`src/rtl/frame_update_sched.sv`:
```
// Copies one stable game snapshot (obstacles, then meta) into the VGA shadow
// registers per vertical blank, then pulses commit for the front-buffer swap.
module frame_update_sched #(
  parameter int N_OBS      = 10,
  parameter bit VS_ACT_LOW = 1'b1
) (
  input  logic        clk,
  input  logic        rst,
  input  logic        vs,
  input  logic        game_clk,
  output logic        copy_en,
  output logic [3:0]  copy_idx,
  output logic        copy_meta,
  output logic        commit,
  output logic        busy,
  output logic [15:0] frame_cnt,
  output logic [7:0]  stale_cnt
);

  typedef enum logic [1:0] {IDLE, COPY, META, COMMIT} state_t;

  localparam logic [3:0] LAST_IDX = 4'(N_OBS - 1);

  state_t     state, state_nxt;
  logic [3:0] idx_nxt;
  logic       pending, pending_nxt;
  logic       frame_inc, stale_inc;
  logic       g1, g2, g3, v1, v2;
  logic       vs_low, g_fall, g_rise, vb_start;

  // vblank begins on the active (low) edge of the pulse regardless of polarity
  assign vs_low   = VS_ACT_LOW ? vs : ~vs;
  assign g_fall   = g3 & ~g2;
  assign g_rise   = ~g3 & g2;
  assign vb_start = v2 & ~v1;

  always_ff @(posedge clk or posedge rst) begin
    if (rst) begin
      g1 <= 1'b0;
      g2 <= 1'b0;
      g3 <= 1'b0;
      v1 <= 1'b1;
      v2 <= 1'b1;
    end else begin
      g1 <= game_clk;
      g2 <= g1;
      g3 <= g2;
      v1 <= vs_low;
      v2 <= v1;
    end
  end

  always_comb begin
    state_nxt   = state;
    idx_nxt     = copy_idx;
    pending_nxt = pending | g_fall;
    frame_inc   = 1'b0;
    stale_inc   = 1'b0;
    case (state)
      IDLE: begin
        if (vb_start) begin
          if (pending || g_fall) begin
            state_nxt   = COPY;
            idx_nxt     = 4'd0;
            pending_nxt = 1'b0;
          end else begin
            stale_inc = 1'b1;
          end
        end
      end
      COPY: begin
        // game data started changing mid-copy: drop the snapshot
        if (g_rise) begin
          state_nxt = IDLE;
          stale_inc = 1'b1;
        end else if (copy_idx == LAST_IDX) begin
          state_nxt = META;
        end else begin
          idx_nxt = copy_idx + 4'd1;
        end
      end
      META: begin
        if (g_rise) begin
          state_nxt = IDLE;
          stale_inc = 1'b1;
        end else begin
          state_nxt = COMMIT;
        end
      end
      COMMIT: begin
        state_nxt = IDLE;
        frame_inc = 1'b1;
      end
      default: state_nxt = IDLE;
    endcase
  end

  always_ff @(posedge clk or posedge rst) begin
    if (rst) begin
      state     <= IDLE;
      pending   <= 1'b0;
      copy_en   <= 1'b0;
      copy_idx  <= 4'd0;
      copy_meta <= 1'b0;
      commit    <= 1'b0;
      busy      <= 1'b0;
      frame_cnt <= 16'd0;
      stale_cnt <= 8'd0;
    end else begin
      state     <= state_nxt;
      pending   <= pending_nxt;
      copy_en   <= (state_nxt == COPY);
      copy_idx  <= idx_nxt;
      copy_meta <= (state_nxt == META);
      commit    <= (state_nxt == COMMIT);
      busy      <= (state_nxt != IDLE);
      if (frame_inc)
        frame_cnt <= frame_cnt + 16'd1;
      if (stale_inc && stale_cnt != 8'hFF)
        stale_cnt <= stale_cnt + 8'd1;
    end
  end

endmodule

```
`config.mk`:
```
export PLATFORM = sky130hd
export DESIGN_NAME = frame_update_sched
export DESIGN_NICKNAME = d
export VERILOG_FILES = /design/src/rtl/frame_update_sched.sv
export SDC_FILE = /design/constraint.sdc
export NUM_CORES = 1
export LEC_CHECK = 0
export BUFFER_PORTS_ARGS = -buffer_cell sky130_fd_sc_hd__buf_2
export CORE_UTILIZATION = 45
export DETAILED_ROUTE_END_ITERATION = 10
export PLACE_DENSITY_LB_ADDON = 0.3
export SLEW_MARGIN = 20
export SYNTH_ARGS = -nofsm -noshare
export SYNTH_HDL_FRONTEND = slang
export SYNTH_SLANG_ARGS = --single-unit
```
`constraint.sdc`:
```
create_clock -name clk -period 1.9 [get_ports clk]
set_clock_uncertainty 0.1 [all_clocks]
set_input_delay 0.095 -clock clk [delete_from_list [all_inputs] [get_ports clk]]
set_output_delay 0.095 -clock clk [all_outputs]
set_load 0.005 [all_outputs]
```
==> reports/results.tsv, run 1 <==
metric	value	unit
outcome	complete, but fails checks	
violated_checks	negative setup slack	
core	4029	sq um
static_leak	1.243	nW
number_of_buffer_cells_added_on_primary_ports	35	
powerDensity	1169	nW/um^2
path_clk_slew	0.08	ns
pin_count	36	
place_congestion	0.7974	
grt_max_degree	41	
finish.net_count	234	
final_critical_path_setup_slack	-0.08620	ns
number_of_violations_of_the_max_capacitance_limit	0	
netlist-cell-type-count	44	
finalWirelength	3951	microns
r2r-end	stale_cnt[6]$_DFFE_PP0P_	
final_layout_size_suffix_gt1_frac	0.3964	
delay_heaviest_family_cp	simple AND/OR/NAND/NOR gates	
synth_top_cell_by_area	sky130_fd_sc_hd__dfrtp_1	
route.detailed.wl_per_inst	14.53	microns
ctsHtreeMaxLevel	2	
worstHoldPathType	reg -> reg	
antenna_violations_before_repair	0	
post_synth_inst_count	161	
period_share	1.045	
rsz_0062_raised_after_global_routing	yes	
cts_inserted_buffers	5	
netlist.area_leader.share	0.4997	
worst_slew_pin_slew	0.4921	ns
remaining_drc_errors	0	
min_from	g1$_DFF_PP0_	
synth_top_cells_by_area	sky130_fd_sc_hd__dfrtp_1 (50%), sky130_fd_sc_hd__xnor2_1 (6.4%), sky130_fd_sc_hd__ha_1 (5.9%), sky130_fd_sc_hd__nand4_1 (3.0%), sky130_fd_sc_hd__nand3_1 (2.9%)	
placedCellCount	259	
die_height	67.03	microns
mappedNetlistArea	1903	sq um
grt_util_all_layers	0.1918	
cp_max_fo	6	
hold-path-cell-count	0	
timing.reg2reg.worst_path_depth	6	
timing.hold.worst_endpoint	g2$_DFF_PP0_	
synth_sequential_area_ratio	0.5273	
worst_slew_margin_rel	0.6720	
post_dp_cell_area	2255	sq um
synth_seq_cells	40	
yosys_warnings	0	
setup-violations-final	7	
numClockSinks	40	
crit_path_cell_trace	inv_2 > ha_4 > or4bb_1 > o41a_4 > nor3_4 > mux2_4	
detailedPlace.worstSlack	-0.1622	ns
finalHoldViolations	0	
clk_lat_worst_skew	0.29	ns
critPathRequiredTime	1.97	ns
antenna_left	0	
cts-root-buf	sky130_fd_sc_hd__clkbuf_8	
synthToLayoutAreaGrowth	35.96	%
r2r_start	state[0]$_DFF_PP0_	
critical_path.max_stage_delay	0.41	ns
drt_iter0_drc	75	
avgViaCountPerCell	5.221	
drv_slew	0	
cp_data_arrival_time	2.06	ns
die_w	67.03	microns
yosys.cell_count.top_type	sky130_fd_sc_hd__dfrtp_1	
ir_drop	0.0005676	V
tritoncts	done	
pre_repair_dr_iteration_count	4	
timing.fmax	503.5	MHz
synth_top_cells_by_count	sky130_fd_sc_hd__dfrtp_1 (38), sky130_fd_sc_hd__xnor2_1 (14), sky130_fd_sc_hd__nand3_1 (11)	
critical_path.n_buffers_inverters	1	
setup.worst_path.class	reg -> reg	
end_kind	register	
fp-row-count	23	
layout_min_cycle_time	1.986	ns
worst_setup_path_start_kind	register	
final_instance_area	2587	sq um
start_util	0.4724	
cts-root-to-sink-buffers	2	
synth_flop_cell	sky130_fd_sc_hd__dfrtp_1	
syn_avg_cell_area	11.82	sq um
mappedNetlistNets	174	
grt_pass1_wl	6306	microns
number_of_global_route_vias_before_repair	1431	
vias	1420	
timing.reg2reg.setup_slack	-0.09	ns
ys_async_sr_fraction	1.000	
die_area	4493	sq um
synth-edff-count	0	
half_perimeter_wire_length_after_detailed_placement	2704	microns
instances_no_fill	272	
timing.critical_path.slowest_stage_cell	sky130_fd_sc_hd__or4bb_1	
grt.overflow.total	0	
num_antenna_cells	0	
flip-flops by register name, indices dropped and copies added, names as in the netlist:
register,count
commit,1
v2,1
v1,1
g1,1
state,2
stale_cnt,8
copy_idx,4
busy,1
copy_meta,1
g3,1
g2,1
pending,1
frame_cnt,16
copy_en,1
logic make-up after synthesis:
logic type,synth area share
AND/OR/NAND/NOR,0.2071
buffers and inverters,0.01775
adder cells (fa/ha/maj),0.05917
multiplexers,0.02367
XOR/XNOR,0.09205
flip-flops,0.5273
AO/OA/AOI/OAI,0.07297
per-layer routing:
metal	global-route usage	vias to the layer above	wire length (microns)
met1	0.2345	705	1665
met2	0.3263	26	2107
met5	0	-	0
met3	0.04110	6	123
met4	0.07181	0	54
li1	-	683	-
worst max-delay path by stage:
| stage | from | end | slack [ns] | depth (start not counted) |
|---|---|---|---|---|
| finish | state[0]$_DFF_PP0_ | stale_cnt[6]$_DFFE_PP0P_ | -0.09 | 6 |
| CTS | state[0]$_DFF_PP0_ | stale_cnt[6]$_DFFE_PP0P_ | -0.12 | 6 |
| global route | state[0]$_DFF_PP0_ | stale_cnt[2]$_DFFE_PP0P_ | -0.15 | 7 |
| detailed placement | state[0]$_DFF_PP0_ | stale_cnt[6]$_DFFE_PP0P_ | -0.16 | 6 |
| floorplan | state[1]$_DFF_PP0_ | stale_cnt[6]$_DFFE_PP0P_ | -0.12 | 6 |
| global placement | state[0]$_DFF_PP0_ | stale_cnt[6]$_DFFE_PP0P_ | -0.09 | 5 |
timing repair:
item / in CTS / in global routing
gates resized for setup: 9 / 16
endpoints found under the setup margin: 8 / 17
hold buffers: 3 / 0
buffers inserted: 2 / 1
pin swaps: 5 / 5
hold endpoints to repair: 40 / 0
through the flow:
| step | setup TNS (ns) | util | hold slack (ns) | power [W] |
|---|---|---|---|---|
| floorplan | -0.2467 | - | -0.0005223 | 0.001613 |
| finish | -0.3860 | 0.6422 | 0.2627 | 0.003024 |
| CTS | -0.4744 | 0.6189 | 0.2666 | 0.002969 |
| global route | -0.9273 | 0.6422 | 0.2675 | 0.003228 |
| global placement | -0.2041 | 0.5596 | 0.1026 | 0.001898 |
| detailed placement | -0.6133 | 0.5596 | 0.1052 | 0.001960 |
final cells by class:
type | count | area, sq um
timing repair buffer | 54 | 332.8
fill | 326 | 1441
multi-input combinational | 112 | 999.7
inverter | 8 | 30.03
clock inverter | 3 | 90.09
clock buffer | 5 | 68.82
sequential | 40 | 1003
tap | 50 | 62.56
layout by cell type, fill, tap and decap left out, types with 5 or more instances in the layout:
cell / instances
sky130_fd_sc_hd__nor2_1: 7
sky130_fd_sc_hd__xor2_1: 6
sky130_fd_sc_hd__nand2_1: 9
sky130_fd_sc_hd__nand3_1: 11
sky130_fd_sc_hd__clkbuf_8: 5
sky130_fd_sc_hd__xnor2_1: 14
sky130_fd_sc_hd__dfrtp_1: 38
sky130_fd_sc_hd__inv_1: 6
sky130_fd_sc_hd__buf_2: 35
sky130_fd_sc_hd__buf_4: 14
sky130_fd_sc_hd__nand4_1: 9
worst register-to-register path, stage by stage (launching register included):
cell and delay (ns):
sky130_fd_sc_hd__dfrtp_1 0.40, sky130_fd_sc_hd__inv_2 0.07, sky130_fd_sc_hd__ha_4 0.25, sky130_fd_sc_hd__or4bb_1 0.41, sky130_fd_sc_hd__o41a_4 0.18, sky130_fd_sc_hd__nor3_4 0.15
sky130_fd_sc_hd__mux2_4 0.32
power breakdown:
| part | total, W | internal, W | switching, W | leakage, nW |
|---|---|---|---|---|
| combinational | 0.000931 | 0.000466 | 0.000465 | 0.640 |
| clock | 0.000944 | 0.000657 | 0.000287 | 0.0784 |
| sequential | 0.00115 | 0.000996 | 0.000153 | 0.525 |
(Power assumes the default switching activity.)
==> run 2: changes to the inputs <==
- PLACE_DENSITY: not set -> 0.7
- PLACE_DENSITY_LB_ADDON: 0.3 -> not set
==> reports/results.tsv, run 2 (synthesis results as in run 1) <==
metric	value	unit
outcome	complete, but fails checks	
violated_checks	negative setup slack	
number_of_violations_of_the_max_capacitance_limit	0	
hold-path-cell-count	0	
static_leak	1.233	nW
clk_lat_worst_skew	0.29	ns
worst_slew_pin_slew	0.4929	ns
ctsHtreeMaxLevel	2	
pre_repair_dr_iteration_count	4	
timing.hold.worst_endpoint	g2$_DFF_PP0_	
synthToLayoutAreaGrowth	32.81	%
layout_top_registers	frame_cnt x16, stale_cnt x8, copy_idx x4	
finish.net_count	235	
finalHoldViolations	0	
r2r-end	stale_cnt[6]$_DFFE_PP0P_	
critPathRequiredTime	1.98	ns
crit_path_cell_trace	inv_2 > ha_4 > or4bb_1 > o41a_4 > nor3_4 > mux2_4	
detailedPlace.worstSlack	-0.1579	ns
period_share	1.064	
number_of_global_route_vias_before_repair	1411	
final_layout_size_suffix_gt1_frac	0.3677	
numClockSinks	40	
instances_no_fill	273	
timing.reg2reg.setup_slack	-0.12	ns
num_antenna_cells	0	
antenna_left	0	
worstHoldPathType	reg -> reg	
mostFrequentLayoutCells	sky130_fd_sc_hd__dfrtp_1 (38), sky130_fd_sc_hd__buf_2 (35), sky130_fd_sc_hd__buf_4 (16)	
post-route-util	0.6273	
powerDensity	1180	nW/um^2
rsz_0062_raised_after_global_routing	yes	
grt_max_degree	41	
setup.worst_path.class	reg -> reg	
die_height	67.03	microns
end_kind	register	
timing.fmax	494.9	MHz
drt_iter0_drc	82	
fp-row-count	23	
core	4029	sq um
timing.critical_path.slowest_stage_cell	sky130_fd_sc_hd__or4bb_1	
start_util	0.4724	
vias	1400	
worst_slew_margin_rel	0.6714	
layout.cells.most_common	sky130_fd_sc_hd__dfrtp_1	
placedCellCount	259	
worst_setup_path_start_kind	register	
critical_path.max_stage_delay	0.42	ns
largest-register	frame_cnt	
tritoncts	done	
layout_min_cycle_time	2.021	ns
finalWirelength	3798	microns
timing.reg2reg.worst_path_depth	6	
die_area	4493	sq um
ir_drop	0.0005326	V
number_of_buffer_cells_added_on_primary_ports	35	
setup-violations-final	8	
cp_max_fo	6	
cts-root-to-sink-buffers	2	
grt_util_all_layers	0.1919	
path_clk_slew	0.07	ns
remaining_drc_errors	0	
r2r_start	state[0]$_DFF_PP0_	
cts-root-buf	sky130_fd_sc_hd__clkbuf_8	
antenna_violations_before_repair	0	
half_perimeter_wire_length_after_detailed_placement	2692	microns
grt.overflow.total	0	
min_from	g1$_DFF_PP0_	
drv_slew	0	
cts_inserted_buffers	5	
largest_register_ffs	16	
cp_data_arrival_time	2.10	ns
final_critical_path_setup_slack	-0.1207	ns
die_w	67.03	microns
route.detailed.wl_per_inst	13.91	microns
total_negative_setup_slacks	-0.5292	ns
pin_count	36	
avgViaCountPerCell	5.128	
grt_pass1_wl	6320	microns
place_congestion	0.7882	
## run 2: per-layer routing
metal,global-route usage,vias up,part of all wire,routed length [microns]
li1,-,689,-,-
met3,0.05137,4,0.028,107
met4,0.07181,0,0.010,38
met1,0.2380,684,0.47,1780
met2,0.3150,23,0.49,1872
met5,0,-,0,0
## run 2: final cells by class
class	instances	area, sq um
fillers	319	1501
flip-flops and latches	40	1003
multi-input cells	112	935.9
repair buffers	55	336.6
clock inverters	3	90.09
clock buffers	5	68.82
well taps	50	62.56
inverters	8	30.03
## run 2: what timing repair did
| action | CTS | global route |
|---|---|---|
| buffers inserted | 3 | 0 |
| resized for setup | 6 | 7 |
| pin swaps | 5 | 2 |
| endpoints found under the hold margin | 40 | 0 |
| hold buffers | 3 | 0 |
| endpoints found under the setup margin | 8 | 17 |
## run 2: how the worst max path moves through the flow
stage                             startpoint                  endpoint  slack [ns]  cells after the start
after floorplan           state[1]$_DFF_PP0_  stale_cnt[6]$_DFFE_PP0P_       -0.12                      6
after global placement    state[0]$_DFF_PP0_  stale_cnt[6]$_DFFE_PP0P_       -0.09                      5
after detailed placement  state[0]$_DFF_PP0_  stale_cnt[6]$_DFFE_PP0P_       -0.16                      6
after CTS                 state[0]$_DFF_PP0_  stale_cnt[6]$_DFFE_PP0P_       -0.11                      6
after global routing      state[0]$_DFF_PP0_  stale_cnt[2]$_DFFE_PP0P_       -0.18                      7
final                     state[0]$_DFF_PP0_  stale_cnt[6]$_DFFE_PP0P_       -0.12                      6
## run 2: worst max-delay path: cells and delay by family (launching register included)
kind / cells / cell delay [ns]
AND/OR/NAND/NOR: 2 / 0.61
AO/OA/AOI/OAI: 1 / 0.17
flip-flops: 1 / 0.39
adder cells (fa/ha/maj): 1 / 0.25
multiplexers: 1 / 0.31
buffers and inverters: 1 / 0.07
## run 2: power breakdown
part	switching (W)	internal, W
Combinational	0.000439	0.000455
Clock	0.000291	0.000657
Sequential	0.000144	0.000996
## run 2: metrics by stage
| step | hold WS, ns | power [W] | instance area, sq um |
|---|---|---|---|
| 2_1_floorplan | -0.0005223 | 0.001613 | 1916 |
| 3_3_place_gp | 0.1010 | 0.001900 | 2255 |
| 4_1_cts | 0.2535 | 0.002964 | 2490 |
| 3_5_place_dp | 0.1022 | 0.001954 | 2255 |
| 6_report | 0.2500 | 0.002982 | 2527 |
| 5_1_grt | 0.2663 | 0.003192 | 2527 |
